$ cat config.mk
export PLATFORM = sky130hd
export DESIGN_NAME = icache_sa
export DESIGN_NICKNAME = d
export VERILOG_FILES = /design/src/rtl/icache_sa.sv
export SDC_FILE = /design/constraint.sdc
export NUM_CORES = 2
export LEC_CHECK = 0
export CAP_MARGIN = 20
export CORE_MARGIN = 3
export CORE_UTILIZATION = 33
export CTS_BUF_LIST = sky130_fd_sc_hd__clkbuf_4 sky130_fd_sc_hd__clkbuf_8
export DETAILED_ROUTE_END_ITERATION = 7
export RECOVER_POWER = 25
export SYNTH_ARGS = -nofsm -noshare
export SYNTH_HDL_FRONTEND = slang
export SYNTH_SLANG_ARGS = --single-unit
export TNS_END_PERCENT = 1
$ cat constraint.sdc
create_clock -name clock -period 12.7 [get_ports clock]
set_input_delay 3.81 -clock clock [delete_from_list [all_inputs] [get_ports clock]]
set_output_delay 3.81 -clock clock [all_outputs]
set_load 0.02 [all_outputs]
$ cat src/rtl/icache_sa.sv
// N-way set-associative instruction cache with true-LRU replacement, one-entry
// miss register that always completes accepted fills, and single-cycle flush.
module icache_sa #(
  parameter int unsigned NUM_SETS = 16,
  parameter int unsigned NUM_WAYS = 2
) (
  input  logic        clock,
  input  logic        reset,
  input  logic [31:0] proc2Icache_addr,
  input  logic        proc2Icache_req,
  input  logic        Icache_flush,
  input  logic [3:0]  mem2Icache_response,
  input  logic [63:0] mem2Icache_data,
  input  logic [3:0]  mem2Icache_tag,
  output logic [31:0] Icache2proc_data,
  output logic        Icache2proc_valid,
  output logic [1:0]  Icache2mem_command,
  output logic [31:0] Icache2mem_addr,
  output logic        Icache_busy
);

  localparam int unsigned IW = $clog2(NUM_SETS);
  localparam int unsigned AW = (NUM_WAYS > 1) ? $clog2(NUM_WAYS) : 1;
  localparam int unsigned TW = 32 - 3 - IW;
  localparam int unsigned BW = 29;
  localparam logic [1:0] BUS_NONE = 2'd0;
  localparam logic [1:0] BUS_LOAD = 2'd1;

  typedef enum logic [1:0] {S_IDLE = 2'd0, S_REQ = 2'd1, S_WAIT = 2'd2} state_e;
  typedef logic [NUM_WAYS-1:0][AW-1:0] set_age_t;

  logic [NUM_SETS-1:0][NUM_WAYS-1:0]         valid_q, valid_d;
  logic [NUM_SETS-1:0][NUM_WAYS-1:0][AW-1:0] age_q, age_d, age_init;
  logic [NUM_SETS-1:0][NUM_WAYS-1:0][TW-1:0] tag_q, tag_d;
  logic [NUM_SETS-1:0][NUM_WAYS-1:0][63:0]   data_q, data_d;

  state_e          state_q, state_d;
  logic [BW-1:0]   miss_blk_q, miss_blk_d;
  logic [3:0]      mem_tag_q, mem_tag_d;
  logic            drop_q, drop_d;
  logic [1:0]      cmd_q, cmd_d;
  logic            busy_q, busy_d;

  logic [IW-1:0]   req_idx, miss_idx;
  logic [TW-1:0]   req_tag, miss_tag;
  logic            hit_any, hit, fill_fire, fill_wr, victim_found;
  logic [AW-1:0]   hit_way, victim;
  logic [63:0]     hit_data;
  logic            unused_addr_bits;

  assign req_idx  = proc2Icache_addr[3+IW-1:3];
  assign req_tag  = proc2Icache_addr[31:3+IW];
  assign miss_idx = miss_blk_q[IW-1:0];
  assign miss_tag = miss_blk_q[BW-1:IW];
  assign unused_addr_bits = ^proc2Icache_addr[1:0];

  // Age 0 is MRU; the touched way goes to 0, younger ways age by one.
  function automatic set_age_t touch(input set_age_t ages, input logic [AW-1:0] way);
    set_age_t      res;
    logic [AW-1:0] old;
    res = ages;
    old = ages[way];
    for (int unsigned w = 0; w < NUM_WAYS; w++) begin
      if (AW'(w) == way) res[w] = '0;
      else if (ages[w] < old) res[w] = ages[w] + AW'(1);
    end
    return res;
  endfunction

  always_comb begin
    for (int unsigned s = 0; s < NUM_SETS; s++)
      for (int unsigned w = 0; w < NUM_WAYS; w++)
        age_init[s][w] = AW'(w);
  end

  // Combinational tag match against the indexed set.
  always_comb begin
    hit_any  = 1'b0;
    hit_way  = '0;
    hit_data = '0;
    for (int unsigned w = 0; w < NUM_WAYS; w++) begin
      if (valid_q[req_idx][w] && (tag_q[req_idx][w] == req_tag)) begin
        hit_any  = 1'b1;
        hit_way  = AW'(w);
        hit_data = data_q[req_idx][w];
      end
    end
  end

  assign hit               = proc2Icache_req & hit_any;
  assign Icache2proc_valid = hit;
  assign Icache2proc_data  = proc2Icache_addr[2] ? hit_data[63:32] : hit_data[31:0];

  // Victim for the pending fill: first invalid way, else the oldest.
  always_comb begin
    victim       = '0;
    victim_found = 1'b0;
    for (int unsigned w = 0; w < NUM_WAYS; w++) begin
      if (!valid_q[miss_idx][w] && !victim_found) begin
        victim       = AW'(w);
        victim_found = 1'b1;
      end
    end
    if (!victim_found) begin
      for (int unsigned w = 0; w < NUM_WAYS; w++)
        if (age_q[miss_idx][w] == AW'(NUM_WAYS - 1)) victim = AW'(w);
    end
  end

  assign fill_fire = (state_q == S_WAIT) && (mem2Icache_tag == mem_tag_q);
  assign fill_wr   = fill_fire && !drop_q && !Icache_flush;

  always_comb begin
    state_d    = state_q;
    miss_blk_d = miss_blk_q;
    mem_tag_d  = mem_tag_q;
    drop_d     = drop_q;
    valid_d    = valid_q;
    age_d      = age_q;
    tag_d      = tag_q;
    data_d     = data_q;

    case (state_q)
      S_IDLE: begin
        if (proc2Icache_req && !hit_any && !Icache_flush) begin
          miss_blk_d = proc2Icache_addr[31:3];
          state_d    = S_REQ;
        end
      end
      S_REQ: begin
        if (mem2Icache_response != 4'd0) begin
          mem_tag_d = mem2Icache_response;
          state_d   = S_WAIT;
        end else if ((proc2Icache_addr[31:3] != miss_blk_q) || Icache_flush) begin
          state_d = S_IDLE;
        end
      end
      S_WAIT: begin
        if (Icache_flush) drop_d = 1'b1;
        if (fill_fire) begin
          drop_d  = 1'b0;
          state_d = S_IDLE;
        end
      end
      default: state_d = S_IDLE;
    endcase

    if (hit) age_d[req_idx] = touch(age_d[req_idx], hit_way);
    if (fill_wr) begin
      valid_d[miss_idx][victim] = 1'b1;
      tag_d[miss_idx][victim]   = miss_tag;
      data_d[miss_idx][victim]  = mem2Icache_data;
      age_d[miss_idx]           = touch(age_d[miss_idx], victim);
    end
    // Flush wins over any same-cycle hit or fill update.
    if (Icache_flush) begin
      valid_d = '0;
      age_d   = age_init;
    end

    cmd_d  = (state_d == S_REQ) ? BUS_LOAD : BUS_NONE;
    busy_d = (state_d != S_IDLE);
  end

  always_ff @(posedge clock) begin
    if (reset) begin
      valid_q    <= '0;
      age_q      <= age_init;
      state_q    <= S_IDLE;
      miss_blk_q <= '0;
      mem_tag_q  <= '0;
      drop_q     <= 1'b0;
      cmd_q      <= BUS_NONE;
      busy_q     <= 1'b0;
    end else begin
      valid_q    <= valid_d;
      age_q      <= age_d;
      state_q    <= state_d;
      miss_blk_q <= miss_blk_d;
      mem_tag_q  <= mem_tag_d;
      drop_q     <= drop_d;
      cmd_q      <= cmd_d;
      busy_q     <= busy_d;
    end
  end

  // Payload arrays are qualified by valid bits and need no reset.
  always_ff @(posedge clock) begin
    tag_q  <= tag_d;
    data_q <= data_d;
  end

  assign Icache2mem_command = cmd_q;
  assign Icache2mem_addr    = {miss_blk_q, 3'b000};
  assign Icache_busy        = busy_q;

endmodule

==> flow_results.xml <==
<?xml version="1.0" encoding="UTF-8"?>
<metrics>
  <group name="outcome">
    <metric name="status" unit="">complete, but fails checks</metric>
    <metric name="violations_in_the_final_reports" unit="">max-capacitance violations, max-slew violations</metric>
  </group>
  <group name="place">
    <metric name="rd_place_congestion" unit="">0.898</metric>
    <metric name="detailed_place_hpwl" unit="um">163000</metric>
    <metric name="numPlacedInstances" unit="">9966</metric>
    <metric name="port-buffer-count" unit="">169</metric>
  </group>
  <group name="grt">
    <metric name="grt_max_degree" unit="">113</metric>
    <metric name="vias_in_the_first_global_route" unit="">59166</metric>
    <metric name="grt_antenna_before_repair" unit="">51</metric>
    <metric name="global_route.overflow_total" unit="">0</metric>
    <metric name="groute.usage.overall" unit="%">17.8</metric>
    <metric name="grt_pass1_wl" unit="um">454000</metric>
  </group>
  <group name="sta">
    <metric name="worst_slew_pin_slew" unit="ns">1.96</metric>
    <metric name="worst_max_slew_margin_expressed_relative_to_the_limit" unit="%">-30.7</metric>
    <metric name="final.setup_skew" unit="ns">0.0853</metric>
    <metric name="hold_violations" unit="">0</metric>
    <metric name="final.setup.tns" unit="ns">0</metric>
    <metric name="timing.final.crit_period" unit="ns">12.39</metric>
    <metric name="setup_viol" unit="">0</metric>
    <metric name="rsz0062_at_grt" unit="">false</metric>
    <metric name="final_worst_path_cycle_share" unit="%">97.6</metric>
    <metric name="achievable-frequency" unit="MHz">80.7</metric>
    <metric name="report.final.slew_viol_count" unit="">706</metric>
  </group>
  <group name="synth">
    <metric name="yosys_warning_total" unit="">0</metric>
    <metric name="synth_top_cells_by_area" unit="">edfxtp_1 (74%), mux4_2 (16%), dfxtp_1 (1.8%)</metric>
    <metric name="mappedNetlistArea" unit="um^2">115000</metric>
    <metric name="ys_dominant_reg_cell" unit="">edfxtp_1</metric>
    <metric name="async_flop_share" unit="%">0</metric>
    <metric name="most_common_cell_in_the_netlist" unit="">edfxtp_1</metric>
    <metric name="synth.top_cell.area_share" unit="%">74.1</metric>
    <metric name="synth.largest_area_cell" unit="">edfxtp_1</metric>
    <metric name="postSynthRegisterBits" unit="">2950</metric>
    <metric name="seq_area_frac_synth" unit="%">75.8</metric>
    <metric name="ys_top_cells_by_count" unit="">edfxtp_1 (2848), mux4_2 (819), nor2_1 (207)</metric>
    <metric name="synthesis.instances" unit="">5287</metric>
    <metric name="synth.avg_cell_area" unit="um^2">21.8</metric>
    <metric name="synthDistinctLibCells" unit="">91</metric>
    <metric name="synth_edf_count" unit="">2848</metric>
  </group>
  <group name="pwr">
    <metric name="power.share.combinational" unit="%">5.1</metric>
    <metric name="share_of_total_power_in_the_clock_network" unit="%">39.2</metric>
    <metric name="totalPowerFinal" unit="mW">19.2</metric>
    <metric name="sequential_share_of_power" unit="%">55.7</metric>
    <metric name="power.switching_fraction" unit="%">21.8</metric>
    <metric name="p_per_area" unit="nW/um^2">145</metric>
    <metric name="net-switching-power" unit="mW">4.18</metric>
    <metric name="p_leak" unit="nW">41.1</metric>
    <metric name="vdd_drop_max" unit="mV">0.0823</metric>
    <metric name="internal_power" unit="mW">15.0</metric>
  </group>
  <group name="final_layout">
    <metric name="syn2layout_area_growth" unit="%">14.7</metric>
    <metric name="fill_cells" unit="">31115</metric>
    <metric name="fraction_of_final_layout_cells_with_drive_strength_greater_than_1" unit="%">29.0</metric>
    <metric name="finalNetCount" unit="">5949</metric>
    <metric name="finish.cell_count_without_fillers" unit="">10767</metric>
    <metric name="multi_input_comb_area" unit="um^2">26700</metric>
    <metric name="seqCellArea" unit="um^2">87600</metric>
  </group>
  <group name="worst_setup_path">
    <metric name="critical_path_peak_fanout" unit="">49</metric>
    <metric name="data_required_time_of_the_worst_path" unit="ns">8.89</metric>
    <metric name="regToRegSetupSlack" unit="ns">7.72</metric>
    <metric name="rr_startpoint" unit="">miss_blk_q[0]</metric>
    <metric name="r2r.worst_path.cells" unit="">9</metric>
    <metric name="worst_r2r_endpoint" unit="">data_q[1956]</metric>
    <metric name="endpoint_kind" unit="">primary output</metric>
    <metric name="worst-setup-path-type" unit="">in -&gt; out</metric>
    <metric name="setup.worst_path.start_class" unit="">input pin</metric>
    <metric name="cp_data_arrival_time" unit="ns">8.58</metric>
  </group>
  <group name="floorplan">
    <metric name="die_height" unit="um">598</metric>
    <metric name="floorplan.io_pins" unit="">176</metric>
    <metric name="dieArea" unit="um^2">357000</metric>
    <metric name="die_width" unit="um">598</metric>
    <metric name="core" unit="um^2">347000</metric>
    <metric name="starting_utilization_of_the_core_area" unit="%">33.2</metric>
    <metric name="row_count" unit="">216</metric>
  </group>
  <group name="drt">
    <metric name="met2WireLength" unit="um">147000</metric>
    <metric name="drt-met1-wl" unit="um">138000</metric>
    <metric name="wire_per_inst" unit="um">30.1</metric>
    <metric name="drcViolationCount" unit="">0</metric>
    <metric name="drtPass1Iterations" unit="">7</metric>
    <metric name="highest_layer" unit="">met5</metric>
    <metric name="ant_nets" unit="">0</metric>
    <metric name="drt-total-wl" unit="um">324000</metric>
    <metric name="avgViaCountPerCell" unit="">5.50</metric>
    <metric name="dr_total_vias" unit="">59174</metric>
    <metric name="detail_route.iter0.violations" unit="">7539</metric>
    <metric name="wl_met3" unit="um">31100</metric>
  </group>
  <group name="clock_tree">
    <metric name="tritoncts_num_sinks" unit="">2950</metric>
    <metric name="cts.reportedPaths.clkPinSlew" unit="ns">0.05</metric>
    <metric name="cts.root.buffer_cell" unit="">clkbuf_8</metric>
    <metric name="cts_resized" unit="">0</metric>
    <metric name="post_cts_hold_buffer_count" unit="">0</metric>
    <metric name="clock_insertion_delay_worst_skew" unit="ns">1.03</metric>
    <metric name="cts-root-to-sink-buffers" unit="">4</metric>
    <metric name="postCtsSetupRepairBufs" unit="">0</metric>
    <metric name="tritoncts" unit="">built</metric>
    <metric name="htreeDepth" unit="">5</metric>
    <metric name="cts_made_buffers" unit="">446</metric>
  </group>
  <group name="worst_hold_path">
    <metric name="min_delay_worst_endpoint" unit="">valid_q[20]</metric>
    <metric name="min_from" unit="">valid_q[20]</metric>
    <metric name="worst_hold_path.num_cells" unit="">2</metric>
    <metric name="hold_path_class" unit="">reg -&gt; reg</metric>
  </group>
  <group name="job">
    <metric name="drv.max_cap_violation_count" unit="">20</metric>
  </group>
</metrics>
==> worst max-delay path: stages <==
cell,delay (ns)
clkbuf_8,0.49
buf_4,0.36
mux4_2,0.23
mux2i_1,0.06
mux2i_1,0.44
xor2_1,0.29
nor4bb_1,0.46
nand4bb_1,0.16
buf_4,0.18
nor3_4,0.15
buf_12,0.23
buf_12,0.18
mux4_2,0.65
nor2b_1,0.19
clkdlybuf4s50_1,0.54
==> final cells by class <==
class / count / share of cell area (%)
Timing Repair Buffer: 403 / 2.97
Antenna cell: 14 / 0.0265
Tap cell: 4578 / 4.32
Inverter: 31 / 0.0992
Clock buffer: 606 / 5.58
Sequential cell: 2950 / 66.1
Clock inverter: 176 / 0.758
Multi-Input combinational cell: 2009 / 20.1
==> state kept, by name, summed over array words and instances (netlist names), 2 cells and up <==
signal / cells
age_q: 32
data_q: 2048
mem_tag_q: 4
miss_blk_q: 29
state_q: 2
tag_q: 800
valid_q: 32
==> power by group through the flow <==
| stage | clock, mW | combinational [mW] | sequential (mW) |
|---|---|---|---|
| finish | 7.51 | 0.975 | 10.7 |
| global route | 8.10 | 1.03 | 10.7 |
| CTS | 7.66 | 0.979 | 10.7 |
| detailed placement | 0 | 0.977 | 10.9 |
| global placement | 0 | 0.959 | 10.9 |
| floorplan | 0 | 0.555 | 10.9 |
==> per-layer routing <==
layer / vias to the layer above / global-route usage [%]
met4: 16 / 4.59
li1: 23498 / -
met2: 3049 / 26.8
met3: 549 / 3.85
met5: - / 0
met1: 32062 / 26.2
==> cell families (layout without fill, tap and decap cells) <==
| kind of cell | after synthesis | in the layout | synth area share (%) |
|---|---|---|---|
| simple gates | 539 | 539 | 2.31 |
| compound gates | 370 | 370 | 2.23 |
| xor+xnor | 72 | 72 | 0.546 |
| other cells | 1 | 18 | 0.00325 |
| flops | 2950 | 2950 | 75.8 |
| mux | 1024 | 1024 | 17.8 |
| buf+inv | 331 | 1216 | 1.31 |
==> metrics by stage <==
stage               worst slack, ns  util [%]  instance area (um^2)  hold slack [ns]
floorplan                     0.847         -                115000            0.450
global placement              0.313      35.7                124000            0.472
detailed placement            0.287      35.7                124000            0.480
CTS                           0.289      38.1                132000            0.496
global route                  0.101      38.1                132000            0.510
finish                        0.308      38.1                132000            0.496
==> layout by cell type (no fill, tap or decap), types with 13 or more instances in the layout <==
master,count
inv_1,24
nand3_1,41
nor2_4,27
clkbuf_1,26
clkinv_1,115
dlygate4sd3_1,37
nand2_1,80
nor2b_1,45
xnor2_1,60
a22oi_1,56
clkbuf_4,151
mux2i_1,191
nor2_1,178
a22o_1,13
and3_1,19
edfxtp_1,2848
o22ai_1,14
nand2b_1,13
clkdlybuf4s50_1,115
o21ai_0,66
clkinv_2,40
clkbuf_8,456
nor4_1,13
buf_4,172
dfxtp_1,102
diode_2,14
o31ai_1,26
a21oi_1,65
mux4_2,819
nand4_1,18
nor3_1,36
buf_12,46
a221oi_1,18
==> worst max-delay path by stage <==
stage / startpoint / endpoint / cells past startpoint
floorplan: proc2Icache_addr[3] / Icache2proc_data[0] / 14
detailed placement: proc2Icache_addr[3] / Icache2proc_data[15] / 14
CTS: proc2Icache_addr[3] / Icache2proc_data[15] / 14
finish: proc2Icache_addr[6] / Icache2proc_data[27] / 15
global route: proc2Icache_addr[3] / Icache2proc_data[27] / 14
global placement: proc2Icache_addr[3] / Icache2proc_data[15] / 14
No activity file was read; power rests on OpenSTA's default activity.
